[config.mk]
export PLATFORM = sky130hd
export DESIGN_NAME = ci_dispatch
export DESIGN_NICKNAME = d
export VERILOG_FILES = /design/src/rtl/ci_pkg.sv /design/src/rtl/ci_dispatch.sv
export SDC_FILE = /design/constraint.sdc
export NUM_CORES = 1
export LEC_CHECK = 0
export ABC_AREA = 0
export ABC_CLOCK_PERIOD_IN_PS = 9100
export CORE_MARGIN = 1
export CORE_UTILIZATION = 44
export DETAILED_ROUTE_END_ITERATION = 12
export PLACE_DENSITY = 0.94
export SYNTH_ARGS = -nofsm -noshare
export SYNTH_HDL_FRONTEND = slang
export SYNTH_SLANG_ARGS = --single-unit
[constraint.sdc]
create_clock -name clk -period 9.1 [get_ports clk]
set_clock_uncertainty 0.05 [all_clocks]
set_input_delay 1.82 -clock clk [delete_from_list [all_inputs] [get_ports clk]]
set_output_delay 1.82 -clock clk [all_outputs]
set_load 0.02 [all_outputs]
[src/rtl/ci_pkg.sv]
// Shared definitions for the ci_dispatch custom-instruction front end:
// op codes, FSM encoding and the fixed result constants.
package ci_pkg;

  typedef enum logic [1:0] {
    OP_MUL = 2'd0,
    OP_DIV = 2'd1,
    OP_RES = 2'd2,
    OP_RSV = 2'd3
  } op_t;

  typedef enum logic [1:0] {
    S_IDLE  = 2'd0,
    S_ISSUE = 2'd1,
    S_WAIT  = 2'd2,
    S_DONE  = 2'd3
  } state_t;

  localparam logic [31:0] DIV0_Q      = 32'hFFFF_FFFF;
  localparam logic [31:0] TIMEOUT_RES = 32'hDEAD_BEEF;

  function automatic logic [2:0] op_onehot(input op_t op);
    case (op)
      OP_MUL:  return 3'b001;
      OP_DIV:  return 3'b010;
      OP_RES:  return 3'b100;
      default: return 3'b000;
    endcase
  endfunction

endpackage

[src/rtl/ci_dispatch.sv]
// Nios II custom-instruction dispatcher: latches a request, starts one unit, returns its result.
// Optional WAIT-state abort counter enabled with `define CI_TIMEOUT_EN.
module ci_dispatch
  import ci_pkg::*;
#(
  parameter int W       = 32,
  parameter int TIMEOUT = 128
) (
  input  logic         clk,
  input  logic         reset,
  input  logic         clk_en,
  input  logic         start,
  input  logic [1:0]   n,
  input  logic [W-1:0] dataa,
  input  logic [W-1:0] datab,
  output logic [W-1:0] result,
  output logic         done,
  output logic         err,
  output logic [W-1:0] u_dataa,
  output logic [W-1:0] u_datab,
  output logic [2:0]   u_start,
  input  logic [2:0]   u_done,
  input  logic [W-1:0] u_res0,
  input  logic [W-1:0] u_res1,
  input  logic [W-1:0] u_res2
);

  state_t       state, state_nx;
  op_t          sel, sel_nx;
  logic [W-1:0] result_nx, a_nx, b_nx;
  logic         done_nx, err_nx;
  logic [2:0]   u_start_nx;
  logic         sel_done;
  logic [W-1:0] sel_res;

`ifdef CI_TIMEOUT_EN
  localparam int CW = $clog2(TIMEOUT + 1);
  logic [CW-1:0] wait_cnt, wait_cnt_nx;
`endif

  // Only the selected unit's handshake is visible; reserved ops select nothing.
  always_comb begin
    sel_done = 1'b0;
    sel_res  = '0;
    case (sel)
      OP_MUL: begin sel_done = u_done[0]; sel_res = u_res0; end
      OP_DIV: begin sel_done = u_done[1]; sel_res = u_res1; end
      OP_RES: begin sel_done = u_done[2]; sel_res = u_res2; end
      default: ;
    endcase
  end

  always_comb begin
    state_nx   = state;
    sel_nx     = sel;
    a_nx       = u_dataa;
    b_nx       = u_datab;
    result_nx  = result;
    err_nx     = err;
    done_nx    = 1'b0;
    u_start_nx = 3'b000;
`ifdef CI_TIMEOUT_EN
    wait_cnt_nx = wait_cnt;
`endif
    case (state)
      S_IDLE: begin
        if (start) begin
          sel_nx = op_t'(n);
          a_nx   = dataa;
          b_nx   = datab;
          err_nx = 1'b0;
          if (op_t'(n) == OP_RSV) begin
            result_nx = '0;
            err_nx    = 1'b1;
            done_nx   = 1'b1;
            state_nx  = S_DONE;
          end else if (op_t'(n) != OP_MUL && datab == '0) begin
            // Division by zero never reaches the units; answer is fixed here.
            result_nx = (op_t'(n) == OP_DIV) ? W'(DIV0_Q) : dataa;
            done_nx   = 1'b1;
            state_nx  = S_DONE;
          end else begin
            u_start_nx = op_onehot(op_t'(n));
            state_nx   = S_ISSUE;
          end
        end
      end
      S_ISSUE: begin
        state_nx = S_WAIT;
`ifdef CI_TIMEOUT_EN
        wait_cnt_nx = '0;
`endif
      end
      S_WAIT: begin
        if (sel_done) begin
          result_nx = sel_res;
          done_nx   = 1'b1;
          state_nx  = S_DONE;
        end
`ifdef CI_TIMEOUT_EN
        else if (wait_cnt == CW'(TIMEOUT - 1)) begin
          result_nx = W'(TIMEOUT_RES);
          err_nx    = 1'b1;
          done_nx   = 1'b1;
          state_nx  = S_DONE;
        end else begin
          wait_cnt_nx = wait_cnt + CW'(1);
        end
`endif
      end
      default: begin
        state_nx = S_IDLE;
      end
    endcase
  end

  always_ff @(posedge clk or posedge reset) begin
    if (reset) begin
      state   <= S_IDLE;
      sel     <= OP_MUL;
      u_dataa <= '0;
      u_datab <= '0;
      result  <= '0;
      err     <= 1'b0;
      done    <= 1'b0;
      u_start <= 3'b000;
`ifdef CI_TIMEOUT_EN
      wait_cnt <= '0;
`endif
    end else if (clk_en) begin
      state   <= state_nx;
      sel     <= sel_nx;
      u_dataa <= a_nx;
      u_datab <= b_nx;
      result  <= result_nx;
      err     <= err_nx;
      done    <= done_nx;
      u_start <= u_start_nx;
`ifdef CI_TIMEOUT_EN
      wait_cnt <= wait_cnt_nx;
`endif
    end
  end

endmodule

==> out/metrics.yaml, run 1 <==
outcome:
  status: "complete, no violations"
clocking:
  clockBufferDepth: 2
  cts.sink_count: 105
  cts-root-buf: "sky130_fd_sc_hd__clkbuf_16"
  cts_resized: 0
  clk_latency_ns: 0.33
  path_clk_slew_ns: 0.07
  holdBufCountCts: 0
  tritoncts: "built"
  tritoncts.num_buffers: 9
  htree_levels: 3
  post_cts.repair.setup_buffers: 0
critical_path:
  timing.critical_path.slowest_cell_delay_ns: 0.74
  critical_path.startpoint_type: "primary input"
  timing.critical_path.buf_inv: 3
  critical_path.slowest_cell: "sky130_fd_sc_hd__nand2_1"
  crit_path_cells: "clkdlybuf4s50_1, buf_4, nand2_1, nand2_1, o21ai_4, buf_4, mux2_1"
  crit_path_end_kind: "register"
  worstSetupPathType: "primary input to register"
  arrival_ns: 4.50
  worst_setup_path_startpoint: "n[0]"
  crit_fanout: 39
  crit_required_ns: 9.26
  timing.critical_path.max_delay_family: "buffers and inverters"
  worstReg2RegStart: "state[0]$_DFFE_PP0P_"
placement:
  dp_slack_ns: 4.45
  port_buffers: 269
  placedCellCount: 866
  place_congestion: 0.845
  post_dp_cell_area_mm2: 0.00828
  dp_hpwl_um: 12200
final_layout:
  layout_net_count: 881
  antenna-diode-count: 0
  area_growth_syn_to_layout_pct: 56.2
  final_cell_area_mm2: 0.00858
  multiInputGateArea_mm2: 0.00268
  ff_latch_area_mm2: 0.00263
  layout-drive-gt1-share: 0.176
  instances_no_fill: 882
  n_fill_cell: 840
drt:
  detailedRoute.firstIterationViolations: 250
  final_routed_drc_violation_total: 0
  vias: 4699
  ant_nets: 0
  routed_wire_length_per_instance_um: 18.9
  wirelength_um: 16700
  viasPerCell: 5.33
  detailedRoute.firstPassIterationCount: 4
sta:
  min_period_ns: 4.34
  unrepaired_setup_endpoints_after_global_routing: "no"
  timing_worst_slew_pin_value_ns: 1.08
  finalSetupViolations: 0
  period_share: 0.477
  layout_setup_ws_ns: 4.76
  max_clock_freq_ghz: 0.231
  tns_ns: 0
  final_hold_viol_count: 0
  final_max_slew_viol_count: 0
  slew-limit-headroom: 0.279
power_and_ir_drop:
  power.share.switching: 0.381
  power.sequential.fraction: 0.291
  power.clock.fraction: 0.135
  p_comb_frac: 0.574
  p_switching_w: 0.00110
  max-vdd-ir-drop_mv: 0.199
  static-leakage-power_nw: 3.63
  pwr_density_cell_mw_per_mm2: 338
  power.internal_w: 0.00180
floorplan:
  dieArea_mm2: 0.0129
  floorplan.die.height_um: 114
  die_wd_um: 114
  num_rows: 40
  start_util: 0.453
  core_region_area_mm2: 0.0121
  num_io_pins: 270
yosys:
  syn_nets: 630
  dominantRegCellSynth: "sky130_fd_sc_hd__dfrtp_1"
  seq_area_frac_synth: 0.478
  yosys_warnings: 0
  synth_area_leaders: "sky130_fd_sc_hd__dfrtp_1 48%, sky130_fd_sc_hd__mux2_2 13%, sky130_fd_sc_hd__mux2i_1 11%"
  yosysTopAreaCellShare: 0.478
  yosys_register_bits: 105
  synth_enable_flop_cells: 0
  netlist_area_mm2: 0.00549
  syn-instance-count: 458
  post_synth.cell_area_avg_um2: 12.0
  synth.lib_cells_used.distinct: 34
  synth.largest_area_cell: "sky130_fd_sc_hd__dfrtp_1"
  async_s_r_ff_share_synth: 1.00
job:
  drv_cap: 0
worst_hold_path:
  hold_path.class: "register to register"
  min_from: "u_datab[12]$_DFFE_PP0P_"
grt:
  grt_start_max_net_pins: 73
  grt_first_pass_wirelength_um: 25700
  grt_use_total: 0.258
  top_usage_layer: "met2"
  grt_pass1_vias: 5036
  grtUsageMet3: 0.0824
  grtUsageMet2: 0.469
  grt.met1_usage: 0.282
  grt-ovfl-total: 0
  grt_antenna_before_repair: 0
-- synth_stat cells (2+ instances only) --
cell	number
sky130_fd_sc_hd__dfrtp_1	105
sky130_fd_sc_hd__mux2_2	65
sky130_fd_sc_hd__mux2i_1	60
sky130_fd_sc_hd__a21oi_1	34
sky130_fd_sc_hd__nor2_1	34
sky130_fd_sc_hd__o21ai_0	33
sky130_fd_sc_hd__mux2_4	31
sky130_fd_sc_hd__clkbuf_1	15
sky130_fd_sc_hd__buf_2	14
sky130_fd_sc_hd__nand2_1	8
sky130_fd_sc_hd__nand2b_1	8
sky130_fd_sc_hd__nor4_1	8
sky130_fd_sc_hd__inv_1	7
sky130_fd_sc_hd__a22oi_1	5
sky130_fd_sc_hd__buf_6	4
sky130_fd_sc_hd__ha_1	3
sky130_fd_sc_hd__nand4_1	3
sky130_fd_sc_hd__buf_1	2
sky130_fd_sc_hd__mux2_1	2
sky130_fd_sc_hd__nor2b_1	2
sky130_fd_sc_hd__o32ai_1	2
-- power groups by stage --
stage | combinational (W) | clock [W] | sequential, W
after global routing | 0.00175 | 0.000417 | 0.000869
after CTS | 0.00167 | 0.000399 | 0.000843
after floorplan | 0.000717 | 0 | 0.00109
after detailed placement | 0.00166 | 0 | 0.000848
final | 0.00166 | 0.000392 | 0.000843
after global placement | 0.00161 | 0 | 0.000834
-- per-layer routing --
layer	vias to the layer above	wire length, um
li1	2152	-
met5	-	0
met3	30	1410
met1	2284	6300
met2	233	8590
met4	0	366
-- metrics by stage --
stage / total power [W] / hold WS, ns / utilization
after floorplan: 0.00181 / 0.472 / -
after global placement: 0.00244 / 0.420 / 0.684
after detailed placement: 0.00251 / 0.441 / 0.684
after CTS: 0.00292 / 0.459 / 0.708
after global routing: 0.00304 / 0.466 / 0.708
final: 0.00290 / 0.456 / 0.708
-- cell families after synthesis --
| family | count (synthesis) | synth area share |
|---|---|---|
| mux | 158 | 0.332 |
| buf+inv | 42 | 0.0374 |
| compound gates | 81 | 0.0861 |
| fa+ha+maj | 3 | 0.00684 |
| flops | 105 | 0.478 |
| simple gates | 69 | 0.0597 |
-- placed cells by master, fill, tap and decap left out, drive strengths merged, types with 3 or more instances in the layout --
master | Yosys | layout
a21oi | 35 | 35
a22oi | 5 | 5
buf | 20 | 6
clkbuf | 15 | 11
clkdlybuf4s50 | 0 | 269
dfrtp | 105 | 105
ha | 3 | 3
inv | 7 | 7
mux2 | 98 | 98
mux2i | 60 | 60
nand2 | 8 | 8
nand2b | 8 | 8
nand4 | 3 | 3
nor2 | 35 | 35
nor4 | 8 | 8
o21ai | 34 | 34
-- cell type report --
type,count,share of cell area
multi-input cells,311,0.312
flip-flops and latches,105,0.306
repair buffers,275,0.319
clock buffers,11,0.0283
well taps,168,0.0245
inverters,7,0.00335
clock inverters,5,0.00642
-- state kept, by name (all words and copies together), names as in the netlist --
name / flops
u_datab: 32
state: 2
u_start: 3
sel: 2
err: 1
done: 1
u_dataa: 32
result: 32
-- worst paths after layout --
| kind | cells past startpoint | slack [ns] | to |
|---|---|---|---|
| worst min-delay path | 1 | 0.46 | u_datab[12]$_DFFE_PP0P_ |
| max in group asynchronous | 3 | 5.93 | sel[1]$_DFFE_PP0P_ |
| worst max-delay path | 7 | 4.76 | result[17]$_DFFE_PP0P_ |
| worst min register to register | 1 | 0.46 | u_datab[12]$_DFFE_PP0P_ |
| worst max register to register | 8 | 5.91 | result[17]$_DFFE_PP0P_ |
| min in group asynchronous | 2 | 1.84 | u_datab[4]$_DFFE_PP0P_ |
Power figures use the tool's default switching activity.
==> inputs of run 2 (changes only) <==
- ABC_CLOCK_PERIOD_IN_PS: 9100 -> 3700
- CORE_UTILIZATION: 44 -> 37
- PLACE_DENSITY: 0.94 -> 0.85
- clock period: 9.1 -> 3.7 ns (I/O delays scaled with it)
==> run 2 against run 1 <==
Effect of this change: sequential power increased by 140%; first-iteration DRC count decreased by 20%; largest cell class unchanged; power increased to 2.5 times the previous value; final area increased by 1.4%; worst hold slack got worse by 0.010 ns; sequential share of layout area decreased by 0.41 points; via count increased by 0.13%; highest routed layer unchanged; cell count increased by 2.5%; largest power group unchanged; clock power increased to 2.8 times the previous value; global-route usage decreased by 3.8 points; critical path depth unchanged.
==> out/metrics.yaml, run 2 (synthesis results as in run 1) <==
floorplan:
  num_io_pins: 270  # unchanged
  floorplan.die.height_um: 124  # +8.9%
  core_region_area_mm2: 0.0145  # +20%
  dieArea_mm2: 0.0153  # +19%
  die_wd_um: 124  # +8.9%
  num_rows: 44  # +10%
  start_util: 0.378  # -0.0756
critical_path:
  arrival_ns: 2.83  # -1.67 ns
  critical_path.startpoint_type: "primary input"
  crit_required_ns: 3.88  # -5.38 ns
  crit_fanout: 32  # -18%
  crit_path_end_kind: "register"
  cell_count_of_the_worst_reg_to_reg_path: 8  # unchanged
  worstSetupPathType: "primary input to register"
clocking:
  cts_resized: 0  # unchanged
  holdBufCountCts: 0  # unchanged
  clk_latency_ns: 0.34  # about the same
  tritoncts.num_buffers: 9  # unchanged
  cts-root-buf: "sky130_fd_sc_hd__clkbuf_16"
  clockBufferDepth: 2  # unchanged
  cts.sink_count: 105  # unchanged
  post_cts.repair.setup_buffers: 0  # unchanged
  tritoncts: "built"
  path_clk_slew_ns: 0.07  # about the same
  htree_levels: 3  # unchanged
sta:
  whs_ns: 0.445  # -0.0101 ns
  final_hold_viol_count: 0  # unchanged
  tns_ns: 0  # unchanged
  layout_setup_ws_ns: 1.04  # -3.72 ns
  unrepaired_setup_endpoints_after_global_routing: "no"
  slew-limit-headroom: 0.585  # +0.306
  max_clock_freq_ghz: 0.376
  final_max_slew_viol_count: 0  # unchanged
  min_period_ns: 2.66
  period_share: 0.718
  timing_worst_slew_pin_value_ns: 0.623  # -0.459 ns
  finalSetupViolations: 0  # unchanged
power_and_ir_drop:
  static-leakage-power_nw: 3.68  # +1.5%
  max-vdd-ir-drop_mv: 0.473  # +140%
  pwr_density_cell_mw_per_mm2: 833  # +150%
drt:
  detailedRoute.firstIterationViolations: 200  # -20%
  vias: 4705  # +0.13%
  ant_nets: 0  # unchanged
  detailedRoute.firstPassIterationCount: 4  # unchanged
  routed_wire_length_per_instance_um: 19.0  # +0.41%
  final_routed_drc_violation_total: 0  # unchanged
  wirelength_um: 17200  # +2.9%
  viasPerCell: 5.20  # -2.3%
final_layout:
  most_frequent_standard_cell_in_the_layout_excluding_fill_and_tap_cells: "sky130_fd_sc_hd__clkdlybuf4s50_1"
  final_cell_mix: "269 x sky130_fd_sc_hd__clkdlybuf4s50_1, 104 x sky130_fd_sc_hd__dfrtp_1, 65 x sky130_fd_sc_hd__mux2_2, 60 x sky130_fd_sc_hd__mux2i_1"
  layout_net_count: 887  # +0.68%
  largestRegisters: "result x32, u_dataa x32, u_datab x32"
  instances_no_fill: 904  # +2.5%
  layout-drive-gt1-share: 0.183  # +0.00686
  layout.core_utilization: 0.598  # -0.110
  area_growth_syn_to_layout_pct: 58.4
  antenna-diode-count: 0  # unchanged
placement:
  place_congestion: 0.841  # -0.41%
  placedCellCount: 888  # +2.5%
  dp_slack_ns: 0.688  # -3.76 ns
  port_buffers: 269  # unchanged
  dp_hpwl_um: 12800  # +4.4%
grt:
  grt_first_pass_wirelength_um: 25200  # -2.0%
  grt-ovfl-total: 0  # unchanged
  grt_start_max_net_pins: 64  # -12%
  grt_use_total: 0.220  # -0.0382
  grt_pass1_vias: 4701  # -6.7%
  grt_antenna_before_repair: 0  # unchanged
outcome:
  status: "complete, no violations"
job:
  drv_cap: 0  # unchanged
worst_hold_path:
  min_delay_path_depth: 1  # unchanged
  hold_path.class: "register to register"
==> run 2: metal layers <==
metal	up-vias	GRT usage	routed length [um]
li1	2148	-	-
met1	2307	0.273	7110
met2	229	0.364	8070
met3	21	0.0600	1630
met4	0	0.0843	342
met5	-	0	0
==> run 2: worst paths after layout <==
| kind | startpoint | end | slack, ns |
|---|---|---|---|
| max | datab[13] | result[20]$_DFFE_PP0P_ | 1.04 |
| min | result[17]$_DFFE_PP0P_ | result[17]$_DFFE_PP0P_ | 0.45 |
| max reg2reg | state[0]$_DFFE_PP0P_ | result[20]$_DFFE_PP0P_ | 1.26 |
| min reg2reg | result[17]$_DFFE_PP0P_ | result[17]$_DFFE_PP0P_ | 0.45 |
| max in group asynchronous | reset | result[1]$_DFFE_PP0P_ | 2.07 |
| min in group asynchronous | reset | u_dataa[12]$_DFFE_PP0P_ | 0.78 |
==> run 2: cell type report <==
class	count	area, um^2
Inverter	7	28.8
Timing Repair Buffer	281	2800
Tap cell	184	230
Clock inverter	6	108
Multi-Input combinational cell	311	2680
Sequential cell	105	2630
Clock buffer	10	229
Fill cell	1182	5840
==> run 2: worst max-delay path: stages <==
cell and delay [ns]:
sky130_fd_sc_hd__clkdlybuf4s50_1 0.43, sky130_fd_sc_hd__nor4_1 0.38, sky130_fd_sc_hd__nand4_1 0.20, sky130_fd_sc_hd__nor2_2 0.29, sky130_fd_sc_hd__o21ai_4 0.09, sky130_fd_sc_hd__buf_4 0.30, sky130_fd_sc_hd__mux2_4 0.37
==> run 2: through the flow <==
step	cell area [um^2]	power [W]
6_report	8700	0.00725
3_3_place_gp	8360	0.00604
5_1_grt	8700	0.00762
3_5_place_dp	8360	0.00619
4_1_cts	8700	0.00729
2_1_floorplan	5490	0.00445
==> run 2: report_power, final <==
group | switching [W] | internal, W
sequential | 0.000336 | 0.00172
clock | 0.000424 | 0.000660
combinational | 0.00195 | 0.00216
